==> config.mk <==
export PLATFORM = sky130hd
export DESIGN_NAME = traffic_lamp_driver
export DESIGN_NICKNAME = d
export VERILOG_FILES = /design/src/rtl/traffic_pkg.sv /design/src/rtl/traffic_lamp_driver_flash_gen.sv /design/src/rtl/traffic_lamp_driver.sv
export SDC_FILE = /design/constraint.sdc
export NUM_CORES = 1
export LEC_CHECK = 0
export ABC_AREA = 1
export CORE_MARGIN = 5
export CORE_UTILIZATION = 30
export CTS_BUF_LIST = sky130_fd_sc_hd__clkbuf_16
export DETAILED_ROUTE_END_ITERATION = 10
export GPL_ROUTABILITY_DRIVEN = 1
export PLACE_DENSITY_LB_ADDON = 0.12
export RECOVER_POWER = 100
export SYNTH_ARGS = -nofsm -noshare
export SYNTH_HDL_FRONTEND = slang
export SYNTH_HIERARCHICAL = 1
export SYNTH_SLANG_ARGS = --single-unit
==> constraint.sdc <==
create_clock -name clk -period 1.48 [get_ports clk]
set_clock_uncertainty 0.05 [all_clocks]
set_input_delay 0.444 -clock clk [delete_from_list [all_inputs] [get_ports clk]]
set_output_delay 0.444 -clock clk [all_outputs]
set_load 0.01 [all_outputs]
==> src/rtl/traffic_pkg.sv <==
// Shared traffic-light definitions: light codes, fault codes and lamp-driver states.
// Used by both the sequencer and the lamp driver so the code stream stays consistent.
package traffic_pkg;

    localparam logic [1:0] GREEN       = 2'b00;
    localparam logic [1:0] FLASH_GREEN = 2'b01;
    localparam logic [1:0] YELLOW      = 2'b11;
    localparam logic [1:0] RED         = 2'b10;

    localparam logic [1:0] FLT_NONE    = 2'b00;
    localparam logic [1:0] FLT_SEQ     = 2'b01;
    localparam logic [1:0] FLT_SHORT_Y = 2'b10;

    typedef enum logic [1:0] {
        STARTUP = 2'b00,
        RUN     = 2'b01,
        FAULT   = 2'b10
    } drv_state_t;

    // A hold, or one step forward around green -> flash -> yellow -> red -> green.
    function automatic logic legal_step(input logic [1:0] from_c, input logic [1:0] to_c);
        logic ok;
        ok = (from_c == to_c);
        case (from_c)
            GREEN:       ok = ok | (to_c == FLASH_GREEN);
            FLASH_GREEN: ok = ok | (to_c == YELLOW);
            YELLOW:      ok = ok | (to_c == RED);
            default:     ok = ok | (to_c == GREEN);
        endcase
        return ok;
    endfunction

endpackage

==> src/rtl/traffic_lamp_driver_flash_gen.sv <==
// Blink generator: half-period counter with a phase bit, restartable so the first
// half-period after a restart is always lit.
module flash_gen #(
    parameter int FLASH_HALF_PERIOD = 4
) (
    input  logic clk,
    input  logic rstb,
    input  logic restart,
    output logic phase
);

    localparam int CW = ($clog2(FLASH_HALF_PERIOD) > 1) ? $clog2(FLASH_HALF_PERIOD) : 1;
    localparam logic [CW-1:0] LAST = CW'(FLASH_HALF_PERIOD - 1);

    logic [CW-1:0] r_cnt;
    logic          r_phase;
    logic          w_wrap;

    assign w_wrap = (r_cnt == LAST);

    // Presents the phase that will hold after this edge, so a lamp register
    // sampling it lights in the same edge as the restart.
    assign phase = restart | (w_wrap ? ~r_phase : r_phase);

    always_ff @(posedge clk or negedge rstb) begin
        if (!rstb) begin
            r_cnt   <= '0;
            r_phase <= 1'b1;
        end else if (restart) begin
            r_cnt   <= '0;
            r_phase <= 1'b1;
        end else if (w_wrap) begin
            r_cnt   <= '0;
            r_phase <= ~r_phase;
        end else begin
            r_cnt   <= r_cnt + 1'b1;
        end
    end

endmodule

==> src/rtl/traffic_lamp_driver.sv <==
// Lamp driver: decodes the sequencer light code onto red/yellow/green lamps, checks the
// code stream for illegal steps and short yellow, and falls back to flashing red on a fault.
module traffic_lamp_driver
    import traffic_pkg::*;
#(
    parameter int FLASH_HALF_PERIOD = 4,
    parameter int MIN_YELLOW        = 3
) (
    input  logic       clk,
    input  logic       rstb,
    input  logic [1:0] light_code,
    input  logic       fault_clr,
    output logic       lamp_red,
    output logic       lamp_yellow,
    output logic       lamp_green,
    output logic       fault,
    output logic [1:0] fault_code
);

    localparam int YW = $clog2(MIN_YELLOW + 1);
    localparam logic [YW-1:0] YMAX = YW'(MIN_YELLOW);

    drv_state_t    r_state;
    logic [1:0]    r_code_q;
    logic [1:0]    r_prev_q;
    logic [YW-1:0] r_ycnt;
    logic          r_skip;
    logic          r_lamp_red;
    logic          r_lamp_yellow;
    logic          r_lamp_green;
    logic          r_fault;
    logic [1:0]    r_fault_code;

    logic w_check;
    logic w_seq_bad;
    logic w_short_y;
    logic w_det;
    logic w_clear;
    logic w_to_fault;
    logic w_restart;
    logic w_phase;

    // r_skip marks the first RUN cycle after a clear, where prev_q is not a valid baseline.
    assign w_check    = (r_state == RUN) && !r_skip;
    assign w_seq_bad  = w_check && !legal_step(r_prev_q, r_code_q);
    assign w_short_y  = w_check && (r_prev_q == YELLOW) && (r_code_q == RED) && (r_ycnt < YMAX);
    assign w_det      = w_seq_bad | w_short_y;
    assign w_clear    = (r_state == FAULT) && fault_clr && (r_code_q == RED);
    assign w_to_fault = w_det || ((r_state == FAULT) && !w_clear);
    assign w_restart  = w_det ||
                        ((r_state != FAULT) && (r_code_q == FLASH_GREEN) && (r_prev_q != FLASH_GREEN));

    flash_gen #(
        .FLASH_HALF_PERIOD (FLASH_HALF_PERIOD)
    ) u_flash (
        .clk     (clk),
        .rstb    (rstb),
        .restart (w_restart),
        .phase   (w_phase)
    );

    always_ff @(posedge clk or negedge rstb) begin
        if (!rstb) begin
            r_state       <= STARTUP;
            r_code_q      <= RED;
            r_prev_q      <= RED;
            r_ycnt        <= '0;
            r_skip        <= 1'b0;
            r_lamp_red    <= 1'b1;
            r_lamp_yellow <= 1'b0;
            r_lamp_green  <= 1'b0;
            r_fault       <= 1'b0;
            r_fault_code  <= FLT_NONE;
        end else begin
            r_code_q <= light_code;
            r_prev_q <= r_code_q;
            r_skip   <= 1'b0;

            if (r_code_q != YELLOW)
                r_ycnt <= '0;
            else if (r_prev_q != YELLOW)
                r_ycnt <= YW'(1);
            else if (r_ycnt != YMAX)
                r_ycnt <= r_ycnt + 1'b1;

            case (r_state)
                STARTUP: r_state <= RUN;
                RUN: begin
                    if (w_det) begin
                        r_state      <= FAULT;
                        r_fault      <= 1'b1;
                        r_fault_code <= w_seq_bad ? FLT_SEQ : FLT_SHORT_Y;
                    end
                end
                FAULT: begin
                    if (w_clear) begin
                        r_state      <= RUN;
                        r_fault      <= 1'b0;
                        r_fault_code <= FLT_NONE;
                        r_skip       <= 1'b1;
                    end
                end
                default: r_state <= STARTUP;
            endcase

            if (w_to_fault) begin
                r_lamp_red    <= w_phase;
                r_lamp_yellow <= 1'b0;
                r_lamp_green  <= 1'b0;
            end else begin
                r_lamp_red    <= (r_code_q == RED);
                r_lamp_yellow <= (r_code_q == YELLOW);
                r_lamp_green  <= (r_code_q == GREEN) || ((r_code_q == FLASH_GREEN) && w_phase);
            end
        end
    end

    assign lamp_red    = r_lamp_red;
    assign lamp_yellow = r_lamp_yellow;
    assign lamp_green  = r_lamp_green;
    assign fault       = r_fault;
    assign fault_code  = r_fault_code;

endmodule
## After elaboration in Yosys (flattened, before gate mapping)

Cells that the tools add are included.

- Memories: 0
- Bits in read-only memories: 0
- Bits in registers: 18
- Latch bits: 0
- Memory bits (writable): 0

- Reductions and logical operators: 24
- Equality and inequality tests: 16
- Mux-type cells: 23
- Div/mod/pow operators: 0
- Multiply operators: 0
- Magnitude comparators: 1
- Add/subtract/negate cells: 2
- Bitwise logic cells: 7
- Shift-type cells: 0

Operators with widths:

| kind | number |
|---|---|
| $mux W2 | 10 |
| $ne A2 B2 Y1 const B | 6 |
| $logic_and A1 B1 Y1 | 11 |
| $eq A2 B2 Y1 const B | 5 |
| $mux W1 | 9 |
| $eq A2 B1 Y1 const B | 3 |
| $logic_not A2 Y1 | 3 |
| $or A1 B1 Y1 | 6 |
| $pmux W2 S3 | 1 |
| $add A2 B1 Y2 const B | 2 |
| $pmux W2 S2 | 1 |
| $logic_not A1 Y1 | 3 |
| $logic_or A1 B1 Y1 | 3 |
| $pmux W1 S3 | 1 |
| $reduce_and A3 Y1 | 1 |
| $reduce_bool A3 Y1 | 1 |
| $eq A2 B2 Y1 | 1 |
| $lt A2 B2 Y1 const B | 1 |
| $ne A2 B1 Y1 const B | 1 |
| $pmux W1 S2 | 1 |
| $reduce_and A2 Y1 | 1 |
| $reduce_bool A2 Y1 | 1 |
| $not A1 Y1 | 1 |

## Longest topological paths before layout

- Depth after elaboration: 11
- Gate-level depth with buffers: 10
- Gate-level depth less buffers: 10

## Hierarchy

Netlist, hierarchy kept.

By module, submodules not included:

| module | cells an instance | area an instance (um^2) | times used |
|---|---|---|---|
| traffic_lamp_driver | 73 | 700.7 | 1 |
| flash_gen | 13 | 125.1 | 1 |

## Worst setup path before layout

Ideal clock, no wire load.

- Path kind: register to register
- Start point: register r_code_q[1]
- End point: register r_lamp_green (netlist: lamp_green)
- Path slack: -0.123 ns
- Data required time: 1.311 ns
- Arrival time: 1.433 ns
- Path buffers: 0
- Cell stages (with the launch flop): 11
- Period minus slack after synthesis: 1.603 ns
- Setup time: 0.119 ns
- Path through: dfstp_2 > nand2_1 > nor2_1 > nor2_1 > nand2_4 > nand2_4 > a21o_1 > inv_1 > nand3_1 > o21bai_1 > nor2_1

- Word-level cells in the longest chain between the ends: 11
- Elaborated cells on any way between the ends: 26
- Those cells by class: 4 x eq/ne; 2 x mux; 6 x bitwise; 14 x reduce/logical

Ends and longest elaborated chain:

| element | RTL line | text |
|---|---|---|
| start: declaration | traffic_lamp_driver.sv:24 | `logic [1:0] r_code_q;` |
| start signal: assignment | traffic_lamp_driver.sv:75 | `r_code_q <= light_code;` |
| $eq A2 B2 Y1 (tied with other cells) | traffic_pkg.sv:23 | `ok = (from_c == to_c);` |
| $or A1 B1 Y1, on equally long branches | -- |  |
| $pmux W1 S3 | traffic_pkg.sv:24 | `case (from_c)` |
| $logic_not A1 Y1 | traffic_lamp_driver.sv:45 | `assign w_seq_bad = w_check && !legal_step(r_prev_q, r_code_q);` |
| $logic_and A1 B1 Y1 | traffic_lamp_driver.sv:45 |  |
| $or A1 B1 Y1 | traffic_lamp_driver.sv:47 | `assign w_det = w_seq_bad \| w_short_y;` |
| $logic_or A1 B1 Y1 * | traffic_lamp_driver.sv:50 | `assign w_restart = w_det \|\|` |
| named net w_restart | traffic_lamp_driver.sv:40 | `logic w_restart;` |
| $or A1 B1 Y1 * | traffic_lamp_driver_flash_gen.sv:23 | `assign phase = restart \| (w_wrap ? ~r_phase : r_phase);` |
| named net w_phase | traffic_lamp_driver.sv:41 | `logic w_phase;` |
| $logic_and A1 B1 Y1 * | traffic_lamp_driver.sv:113 | `r_lamp_green <= (r_code_q == GREEN) \|\| ((r_code_q == FLASH_GREEN) && w_phase);` |
| $logic_or A1 B1 Y1 * | traffic_lamp_driver.sv:113 |  |
| $mux W1 * | traffic_lamp_driver.sv:106 | `if (w_to_fault) begin` |
| end signal: assignment | traffic_lamp_driver.sv:113 |  |
| end: declaration | traffic_lamp_driver.sv:30 | `logic r_lamp_green;` |

Mark *: on every way through the listed nets, which the timed path passes. The rest lies on a longest branch.
A chain may end at the register's enable or synchronous reset.

## Worst setup path after layout

Same ends and word-level chain as after synthesis.

==> reports/qor.txt <==
Leakage - 0.0006058 uW
Finished Core Util - 43.50%
Num rows - 19
Required time of the critical path - 1.57 ns
Synth top area share - 42.42%
Final setup viols - 1
Power, Total - 1949 uW
Share of cells above drive strength 1 - 34.51%
Sequential power share - 36.7%
Core box area - 0.002686 mm^2
Via/cell ratio - 4.549
Power per cell area - 1668 mW/mm^2
Power share of the clock group - 27.6%
Relative slew margins - 70.32%
Yosys top cell by area - dfrtp_1
Final cell count without fillers - 144
Max stage delay on crit path - 0.56 ns
Worst Setup Start Kind - flop
Failing checks - setup timing
Number of global-route vias before repair - 679
Most frequent cells in the layout - nand2_1 (16), dfrtp_1 (14), inv_1 (11)
Maxcap violations - 0
Crit path DAT - 1.63 ns
RSZ-0062 raised after global routing - yes
F_max - 0.6485 GHz
Final HPWL DP - 1197 um
Layout overhead on the synthesized area - 41.52%
Max Root-Sink Buffers - 2
Largest net degree at the start of global routing - 19
Sw Ratio - 31.36%
Gp weighted congestion - 0.7544
DR WL/cell - 11.25 um
Total grt overflow - 0
Status - finished with violations
Hold WC Path Type - flop to flop
H-tree depth - 1
PnR worst setup slack - -0.06194 ns
Gate Count Post-Synth - 86
Min Tclk post-route - 1.542 ns
Yosys warning total - 6
Async SR Flop Fraction - 100.0%
DIE AREA - 0.003902 mm^2
Post-CTS Hold Buffers - 0
IO Pins - 11
Cell area after layout - 0.001169 mm^2
Dpl cells - 136
Via total after detailed routing - 655
Final nets - 121
Main synth FF type - dfrtp_1
Top post-synthesis cells by area - dfrtp_1 (42%), dfstp_2 (13%), nand2_1 (7.7%)
Die Wd - 62.47 um
Pint - 1338 uW
Register area share after synthesis - 55.15%
Syn_nets - 93
Initial antenna violation count - 0
Kind of critical path - flop to flop
Clk Latency, worst-skew pair - 0.25 ns
GRT Total Usage - 9.088%
Initial cell density of the core - 30.74%
Fin. Hold Viols - 0
IR drop worst, VDD - 0.0008409 V
Comb power frac - 35.7%
Synthesized area - 825.8 um^2
Inserted Diodes - 0
Worst Tran Pin Value - 0.4451 ns
Drt pass-1 iters - 4
CTS Root Cell - clkbuf_16
Flops & latches, synth - 18
Placed inst area - 0.001050 mm^2
Antenna Nets Post-Route - 0
Register clock-pin slew on the reported worst setup and hold paths - 0.05 ns
Global-route wire length before repair - 2773 um
CP max FO - 3
IO buf count - 10
Sink Count - 18
Worst setup EP type - flop
CTS tree - built
Remaining DRCs - 0
Highest-delay cell along the critical path - dfstp_2
Post-synth EDFFs - 0
Most common cell after layout, fill and taps aside - nand2_1
Crit path max-delay family - flip-flops
Synthesized area per cell - 9.602 um^2
CP Cell Sequence - nand2_2 > nor2_2 > nor2_2 > nand2_4 > nand2_4 > a21o_1 > inv_1 > nand3_2 > o21bai_1 > nor2_1
Synth cell types - 19
Final WL - 1620 um
Starting DRT DRC Count - 14
Die Y - 62.47 um
Number of CTS-inserted buffers - 3
Buffer and inverter count on the worst path - 1
Net switching power - 611.4 uW
Final Max Slew Viols - 0
Post-route clock period utilization - 104.2%
==> logic make-up (layout without fill, tap and decap cells) <==
group / count (synthesis) / count (layout) / share of synthesized area [%]
AOI/OAI and AO/OA: 5 / 5 / 3.938
adders and majority gates: 2 / 2 / 3.030
buffers and inverters: 14 / 41 / 6.364
DFF: 18 / 18 / 55.15
and+or+nand+nor: 47 / 47 / 31.52
==> stage by stage <==
step,hold WS (ns),TNS [ns],setup WS (ns)
after floorplan,0.09841,-0.05683,-0.05683
after global placement,0.3761,-0.06202,-0.03541
after detailed placement,0.3856,-0.08880,-0.05827
after CTS,0.3925,-0.05366,-0.05366
after global routing,0.4176,-0.3293,-0.1427
final,0.3982,-0.06194,-0.06194
==> worst reg2reg max path, delay by kind of cell (launching register included) <==
| kind | cells | cell delay (ns) |
|---|---|---|
| and+or+nand+nor | 7 | 0.47 |
| AOI/OAI and AO/OA | 2 | 0.29 |
| buffers and inverters | 1 | 0.06 |
| DFF | 1 | 0.56 |
==> registers in the layout (all words and copies together) (netlist names) <==
name	count
fault	1
fault_code	2
lamp_green	1
lamp_red	1
lamp_yellow	1
r_code_q	2
r_prev_q	2
r_skip	1
r_state	2
r_ycnt	2
u_flash/r_cnt	2
u_flash/r_phase	1
==> cell usage after synthesis, types with 3 or more instances <==
cell	instances
nand3_1	5
nand2_1	17
nor2_1	10
nand4_1	3
inv_1	12
nand2_2	3
dfrtp_1	14
dfstp_2	4
==> per-layer routing <==
| layer | global-route usage (%) | wire length (um) | up-vias |
|---|---|---|---|
| met2 | 13.60 | 793 | 14 |
| met3 | 2.338 | 70 | 5 |
| met5 | 0 | 0 | - |
| li1 | - | - | 326 |
| met1 | 10.93 | 702 | 310 |
| met4 | 7.162 | 53 | 0 |
==> area by class of cell <==
cell class	count	area (um^2)
fill	265	1518
sequential	18	455.4
timing repair buffer	23	197.7
clock buffer	3	75.07
clock inverter	1	3.754
multi-input combinational	54	345.3
tap	31	38.79
inverter	14	52.55
==> path summary, 6_finish.rpt <==
check / start / endpoint / slack [ns] / cells past startpoint
max: r_code_q[1] / lamp_green / -0.06 / 10
min: u_flash/r_cnt[0] / u_flash/r_cnt[0] / 0.40 / 1
max reg2reg: r_code_q[1] / lamp_green / -0.06 / 10
min reg2reg: u_flash/r_cnt[0] / u_flash/r_cnt[0] / 0.40 / 1
max in group asynchronous: rstb / lamp_red / 0.42 / 2
min in group asynchronous: rstb / lamp_green / 0.62 / 2
==> power by group through the flow <==
stage	Sequential [uW]	Clock (uW)	Combinational, uW
CTS	713	557	670
global placement	714	0	667
floorplan	742	0	365
finish	715	538	697
detailed placement	721	0	670
global route	731	571	784
==> what timing repair did <==
item,CTS,global route
setup endpoints to repair,7,8
pin swaps,5,6
buffers inserted,2,2
resized for setup,9,8
Note: power is estimated with default switching activity, not from simulation.
